[config.mk]
export PLATFORM = sky130hd
export DESIGN_NAME = seq_detector_param_flat
export DESIGN_NICKNAME = d
export VERILOG_FILES = /design/src/rtl/seq_detector_param_if.sv /design/src/rtl/seq_detector_param.sv /design/src/flat_wrapper.sv
export SDC_FILE = /design/constraint.sdc
export NUM_CORES = 1
export LEC_CHECK = 0
export ABC_AREA = 1
export CAP_MARGIN = 20
export CORE_AREA = 2 2 56 58
export CTS_BUF_LIST = sky130_fd_sc_hd__clkbuf_8
export CTS_CLUSTER_SIZE = 28
export DETAILED_ROUTE_END_ITERATION = 8
export DIE_AREA = 0 0 58 60
export GPL_ROUTABILITY_DRIVEN = 0
export GPL_TIMING_DRIVEN = 1
export PLACE_DENSITY_LB_ADDON = 0.08
export SYNTH_ARGS = -nofsm -noshare
export SYNTH_HDL_FRONTEND = slang
export SYNTH_SLANG_ARGS = --single-unit
[constraint.sdc]
create_clock -name clk -period 1.9 [get_ports clk]
set_clock_uncertainty 0.15 [all_clocks]
set_input_delay 0.38 -clock clk [delete_from_list [all_inputs] [get_ports clk]]
set_output_delay 0.38 -clock clk [all_outputs]
set_load 0.01 [all_outputs]
[src/rtl/seq_detector_param_if.sv]
// Serial bit path bundle for the pattern detector: stream inputs,
// pattern/counter controls and the match outputs.
interface seq_detector_param_if #(
  parameter int PAT_LEN = 4,
  parameter int CNT_W   = 8
) ();

  logic               w;
  logic               w_valid;
  logic               overlap_en;
  logic [PAT_LEN-1:0] pat_in;
  logic               pat_load;
  logic               cnt_clr;
  logic               z;
  logic               z_reg;
  logic [CNT_W-1:0]   match_cnt;
  logic [PAT_LEN-1:0] pat_q;

  modport master (
    output w, w_valid, overlap_en, pat_in, pat_load, cnt_clr,
    input  z, z_reg, match_cnt, pat_q
  );

  modport slave (
    input  w, w_valid, overlap_en, pat_in, pat_load, cnt_clr,
    output z, z_reg, match_cnt, pat_q
  );

endinterface

[src/rtl/seq_detector_param.sv]
// Parametrised serial pattern detector with runtime-loadable pattern,
// overlap/non-overlap matching, Mealy and registered match outputs and a
// saturating match counter.
//
// state    | meaning
// ---------+----------------------------------------------------------
// ST_EMPTY | no history bits collected (fill == 0)
// ST_PART  | some history collected, not yet enough to compare
// ST_FULL  | PAT_LEN-1 history bits held; next accepted bit can match
module seq_detector_param #(
  parameter int                 PAT_LEN  = 4,
  parameter logic [PAT_LEN-1:0] PAT_INIT = 4'b1101,
  parameter int                 CNT_W    = 8
) (
  input  logic                 clk,
  input  logic                 resetn,
  seq_detector_param_if.slave  bus
);

  localparam int HW = PAT_LEN - 1;
  localparam int FW = $clog2(PAT_LEN);
  localparam logic [FW-1:0] FILL_MAX = FW'(PAT_LEN - 1);

  typedef enum logic [1:0] {
    ST_EMPTY = 2'd0,
    ST_PART  = 2'd1,
    ST_FULL  = 2'd2
  } state_t;

  state_t             state_q, state_d;
  logic [HW-1:0]      hist_q, hist_d;
  logic [FW-1:0]      fill_q, fill_d;
  logic [PAT_LEN-1:0] pat_r;
  logic [CNT_W-1:0]   cnt_q;
  logic               z_reg_q;
  logic               accepted;
  logic               z_c;
  logic [PAT_LEN-1:0] window;

  // Match decode: the candidate word is the held history plus the incoming bit.
  always_comb begin
    accepted = bus.w_valid & ~bus.pat_load;
    window   = {hist_q, bus.w};
    z_c      = accepted & (state_q == ST_FULL) & (window == pat_r);
  end

  // Next history/fill/state; a load or a consumed match restarts collection.
  always_comb begin
    hist_d  = hist_q;
    fill_d  = fill_q;
    state_d = state_q;
    if (bus.pat_load) begin
      hist_d = '0;
      fill_d = '0;
    end else if (accepted) begin
      if (z_c && !bus.overlap_en) begin
        hist_d = '0;
        fill_d = '0;
      end else begin
        hist_d = window[HW-1:0];
        fill_d = (fill_q == FILL_MAX) ? FILL_MAX : fill_q + 1'b1;
      end
    end
    if (fill_d == '0) begin
      state_d = ST_EMPTY;
    end else if (fill_d == FILL_MAX) begin
      state_d = ST_FULL;
    end else begin
      state_d = ST_PART;
    end
  end

  // State, history and fill registers.
  always_ff @(posedge clk or negedge resetn) begin
    if (!resetn) begin
      state_q <= ST_EMPTY;
      hist_q  <= '0;
      fill_q  <= '0;
    end else begin
      state_q <= state_d;
      hist_q  <= hist_d;
      fill_q  <= fill_d;
    end
  end

  // Pattern register, reloaded on pat_load.
  always_ff @(posedge clk or negedge resetn) begin
    if (!resetn) begin
      pat_r <= PAT_INIT;
    end else if (bus.pat_load) begin
      pat_r <= bus.pat_in;
    end
  end

  // Registered match: the Mealy output delayed by one clock.
  always_ff @(posedge clk or negedge resetn) begin
    if (!resetn) begin
      z_reg_q <= 1'b0;
    end else begin
      z_reg_q <= z_c;
    end
  end

  // Saturating match counter; clear takes priority over a coincident match.
  always_ff @(posedge clk or negedge resetn) begin
    if (!resetn) begin
      cnt_q <= '0;
    end else if (bus.cnt_clr) begin
      cnt_q <= '0;
    end else if (z_c && (cnt_q != {CNT_W{1'b1}})) begin
      cnt_q <= cnt_q + 1'b1;
    end
  end

  assign bus.z         = z_c;
  assign bus.z_reg     = z_reg_q;
  assign bus.match_cnt = cnt_q;
  assign bus.pat_q     = pat_r;

endmodule

[src/flat_wrapper.sv]
// flat-port wrapper written by rule: the top's interface ports become plain ports
module seq_detector_param_flat 
#(
  parameter int                 PAT_LEN  = 4,
  parameter logic [PAT_LEN-1:0] PAT_INIT = 4'b1101,
  parameter int                 CNT_W    = 8
)
  (clk, resetn, bus_w, bus_w_valid, bus_overlap_en, bus_pat_in, bus_pat_load, bus_cnt_clr, bus_z, bus_z_reg, bus_match_cnt, bus_pat_q);
  seq_detector_param_if #(.PAT_LEN(PAT_LEN), .CNT_W(CNT_W)) bus_i ();
  input  logic clk;
  input  logic resetn;
  input wire logic [$bits(bus_i.w)-1:0] bus_w;
  input wire logic [$bits(bus_i.w_valid)-1:0] bus_w_valid;
  input wire logic [$bits(bus_i.overlap_en)-1:0] bus_overlap_en;
  input wire logic [$bits(bus_i.pat_in)-1:0] bus_pat_in;
  input wire logic [$bits(bus_i.pat_load)-1:0] bus_pat_load;
  input wire logic [$bits(bus_i.cnt_clr)-1:0] bus_cnt_clr;
  output wire logic [$bits(bus_i.z)-1:0] bus_z;
  output wire logic [$bits(bus_i.z_reg)-1:0] bus_z_reg;
  output wire logic [$bits(bus_i.match_cnt)-1:0] bus_match_cnt;
  output wire logic [$bits(bus_i.pat_q)-1:0] bus_pat_q;
  assign bus_i.w = bus_w;
  assign bus_i.w_valid = bus_w_valid;
  assign bus_i.overlap_en = bus_overlap_en;
  assign bus_i.pat_in = bus_pat_in;
  assign bus_i.pat_load = bus_pat_load;
  assign bus_i.cnt_clr = bus_cnt_clr;
  assign bus_z = bus_i.z;
  assign bus_z_reg = bus_i.z_reg;
  assign bus_match_cnt = bus_i.match_cnt;
  assign bus_pat_q = bus_i.pat_q;
  seq_detector_param #(.PAT_LEN(PAT_LEN), .PAT_INIT(PAT_INIT), .CNT_W(CNT_W)) u_core (.clk(clk), .resetn(resetn), .bus(bus_i));
endmodule
==> summary.md <==
| Metric | Value |
|---|---|
| Outcome | finished clean |
| CTS root buf | clkbuf_8 |
| Largest cells by area after synthesis | dfrtp_1, nand2_1, inv_1 |
| Core Rows | 20 |
| RSZ-0062 raised after global routing | yes |
| Most frequent cell after synthesis | nand2_1 |
| Area leader, netlist | dfrtp_1 |
| TritonCTS clock tree | yes |
| Tmin final | 1870 ps |
| DR WL/cell | ~11 um |
| Fraction of registers with async set/reset | 100% |
| Total grt overflow | 0 |
| Period Utilization, post-route | slightly below 100% |
| Die ar. | 3480 sq um |
| Buffers on Ports | 24 |
| Non-filler cells, final | 220 |
| Mux contribution to synthesized area | 0% |
| TritonRoute pass-1 iters | 5 |
| GRT Overall Usage | around 15% |
| Leakage | between 0.8 and 0.9 nW |
| FF+latch count, synth | 20 |
| Critical path peak fanout | 5 |
| Clock tree sinks | 20 |
| Relative slew slack | 68.5% |
| Vias | 1017 |
| Share of layout cells above drive strength 1 | 23.0% |
| Final hold violation count | 0 |
| First-pass GRT wire length | 4.06 mm |
| Number of synthesized flops with an enable pin | 0 |
| Post-synthesis cell count | roughly 150 |
| Crit path DAT | between 1500 and 2000 ps |
| Antenna violations before repair | 0 |
| Area growth, synth to finish | 41.1% |
| Post-route cell area | approximately 1600 sq um |
| Core box area | 2900 sq um |
| Drt via density | roughly 4.6 |
| WP data required | around 1900 ps |
| Commonest cells in the netlist | nand2_1, inv_1, nand3_1, dfrtp_1, o21ai_0 |
| Hold Path Class | input pin to async pin |
| CTS clock-pin slew for the worst setup and hold paths | about 70 ps |
| Max Slew Vio Count | 0 |
| Endpoints failing setup | 0 |
| ANT nets after route | 0 |
| Sequential area share after synthesis | 44.9% |
| Prevailing post-synth register cell | dfrtp_1 |
| # IOs | 25 |
| DPL Wire Length | between 1.5 and 2 mm |
| Post-synth top area share | a little under two fifths |
| Mapped Avg Cell Area | 7.63 sq um |
| ANT cells | 0 |
| Max FFs per register | 8 |
| Final wirelength | ~2.3 mm |
| Util after Layout | between 50% and 60% |
| Height of the die | roughly 60 um |
| Vias in the first global route | 946 |
| Critical path class | flip-flop to flip-flop |
| Syn Nets | between 150 and 200 |
| Cell area after placement | 1500 sq um |
| Achievable Freq | 533 MHz |
| Starting Density | 38.7% |
| Largest family of logic cells by synthesized area | simple AND/OR/NAND/NOR gates |
| Fin nets | 201 |
| Simple-Gate Fraction of Synth Area | between 30% and 40% |
| Post-Synth XOR/XNOR Area | 2.34% |
| Least-Margin Pin Slew | between 400 and 500 ps |
| Die width | slightly below 60 um |
| Clock buffer depth | 2 |
| Placed Cells | approximately 220 |
| Worst setup SP type | flip-flop |
| Worst setup EP type | flip-flop |
| Drt drc | 0 |
| Cell Area, Synth | ~1100 sq um |
| Yosys Warn Count | 0 |
| CTS H-tree lvls | 1 |
| Max-capacitance violation count | 0 |
| # fillers | between 200 and 300 |
| VDD IR max | ~0.46 mV |
| Detailed Route Iter0 Violations | 46 |
| Largest net degree at the start of global routing | 21 |
| CTS Buf Count | 3 |
| Power Density | around 580 nW/um^2 |
| Synth unique cells | 20 |
| Synth Area in Adders | about 2.2% |
| Final hold slack | 307 ps |
| Worst-skew pair later-pin latency | about 260 ps |
| Compound-cell area share of the yosys netlist | 5.13% |
==> power by group <==
group	leakage [nW]	internal, mW	switching, mW
registers	0.262	0.446	0.00982
clock network	0.0288	0.185	0.145
logic	0.537	0.0695	0.0687
==> path summary, 6_finish.rpt <==
kind                                startpoint             endpoint  slack (ps)  depth (start not counted)
max reg2reg                u_core.bus.pat_q[3]    u_core.state_q[0]          30                          9
min in group clk           u_core.bus.pat_q[0]  u_core.bus.pat_q[0]         340                          2
min reg2reg                u_core.bus.pat_q[0]  u_core.bus.pat_q[0]         340                          2
max                        u_core.bus.pat_q[3]    u_core.state_q[0]          30                          9
max in group asynchronous               resetn  u_core.bus.pat_q[0]        1030                          2
min                                     resetn  u_core.bus.pat_q[1]         310                          2
==> worst max-delay path, cell delays in order (launching register included) <==
cell	delay (ps)
dfstp_2	550
inv_2	40
nand2_2	50
nand2_2	60
nor2_4	140
nand3_4	80
buf_4	160
nor2_4	170
o21ai_2	80
ha_1	280
==> per-layer routing <==
layer  part of all wire, %  vias up  GRT usage, %  routed length, um
met4                   1.6        0          4.98                 37
met5                     0        -             0                  0
li1                      -      532             -                  -
met2                    42       22          24.5                980
met1                    51      459          20.9               1180
met3                   5.0        4          3.46                116
==> layout by cell type (no fill, tap or decap), drive strengths merged <==
| master | netlist | routed |
|---|---|---|
| nand3 | 21 | 21 |
| o21bai | 1 | 1 |
| xor2 | 3 | 3 |
| a21oi | 1 | 1 |
| dlygate4sd2 | 0 | 6 |
| ha | 2 | 2 |
| nor2 | 10 | 10 |
| nor3 | 1 | 1 |
| clkdlybuf4s50 | 0 | 17 |
| buf | 2 | 16 |
| dfstp | 3 | 3 |
| inv | 28 | 28 |
| or2 | 1 | 1 |
| o21ai | 9 | 9 |
| dfrtp | 17 | 17 |
| nand2 | 46 | 46 |
| nand4 | 1 | 1 |
| clkbuf | 1 | 4 |
==> cell type report <==
| class | count | area [sq um] | share of cell area (%) |
|---|---|---|---|
| clock buffer | 4 | 55.1 | 3.48 |
| inverter | 28 | 105 | 6.64 |
| multi-input combinational | 96 | 531 | 33.5 |
| sequential | 20 | 505 | 31.9 |
| tap | 33 | 41.3 | 2.61 |
| timing repair buffer | 39 | 347 | 21.9 |
==> cell families (layout without fill, tap and decap cells) <==
kind of cell	Yosys count	count (layout)
buffers and inverters	31	71
adders and majority gates	2	2
DFF	20	20
xor gates and xnor gates	3	3
AOI/OAI and AO/OA	11	11
and+or+nand+nor	80	80
==> stage by stage <==
step	setup WS (ps)	TNS (ps)	power, mW
CTS	5.32	0	0.928
global route	-48.1	-93.1	0.977
global placement	-560	-3030	0.596
floorplan	117	0	0.516
finish	25.5	0	0.924
detailed placement	-596	-3420	0.598
==> timing repair <==
item,in CTS,in global routing
resized for setup,15,11
buffers inserted,0,1
hold buffers,0,0
setup endpoints to repair,6,4
pin swaps,3,7
(Power assumes the default switching activity.)
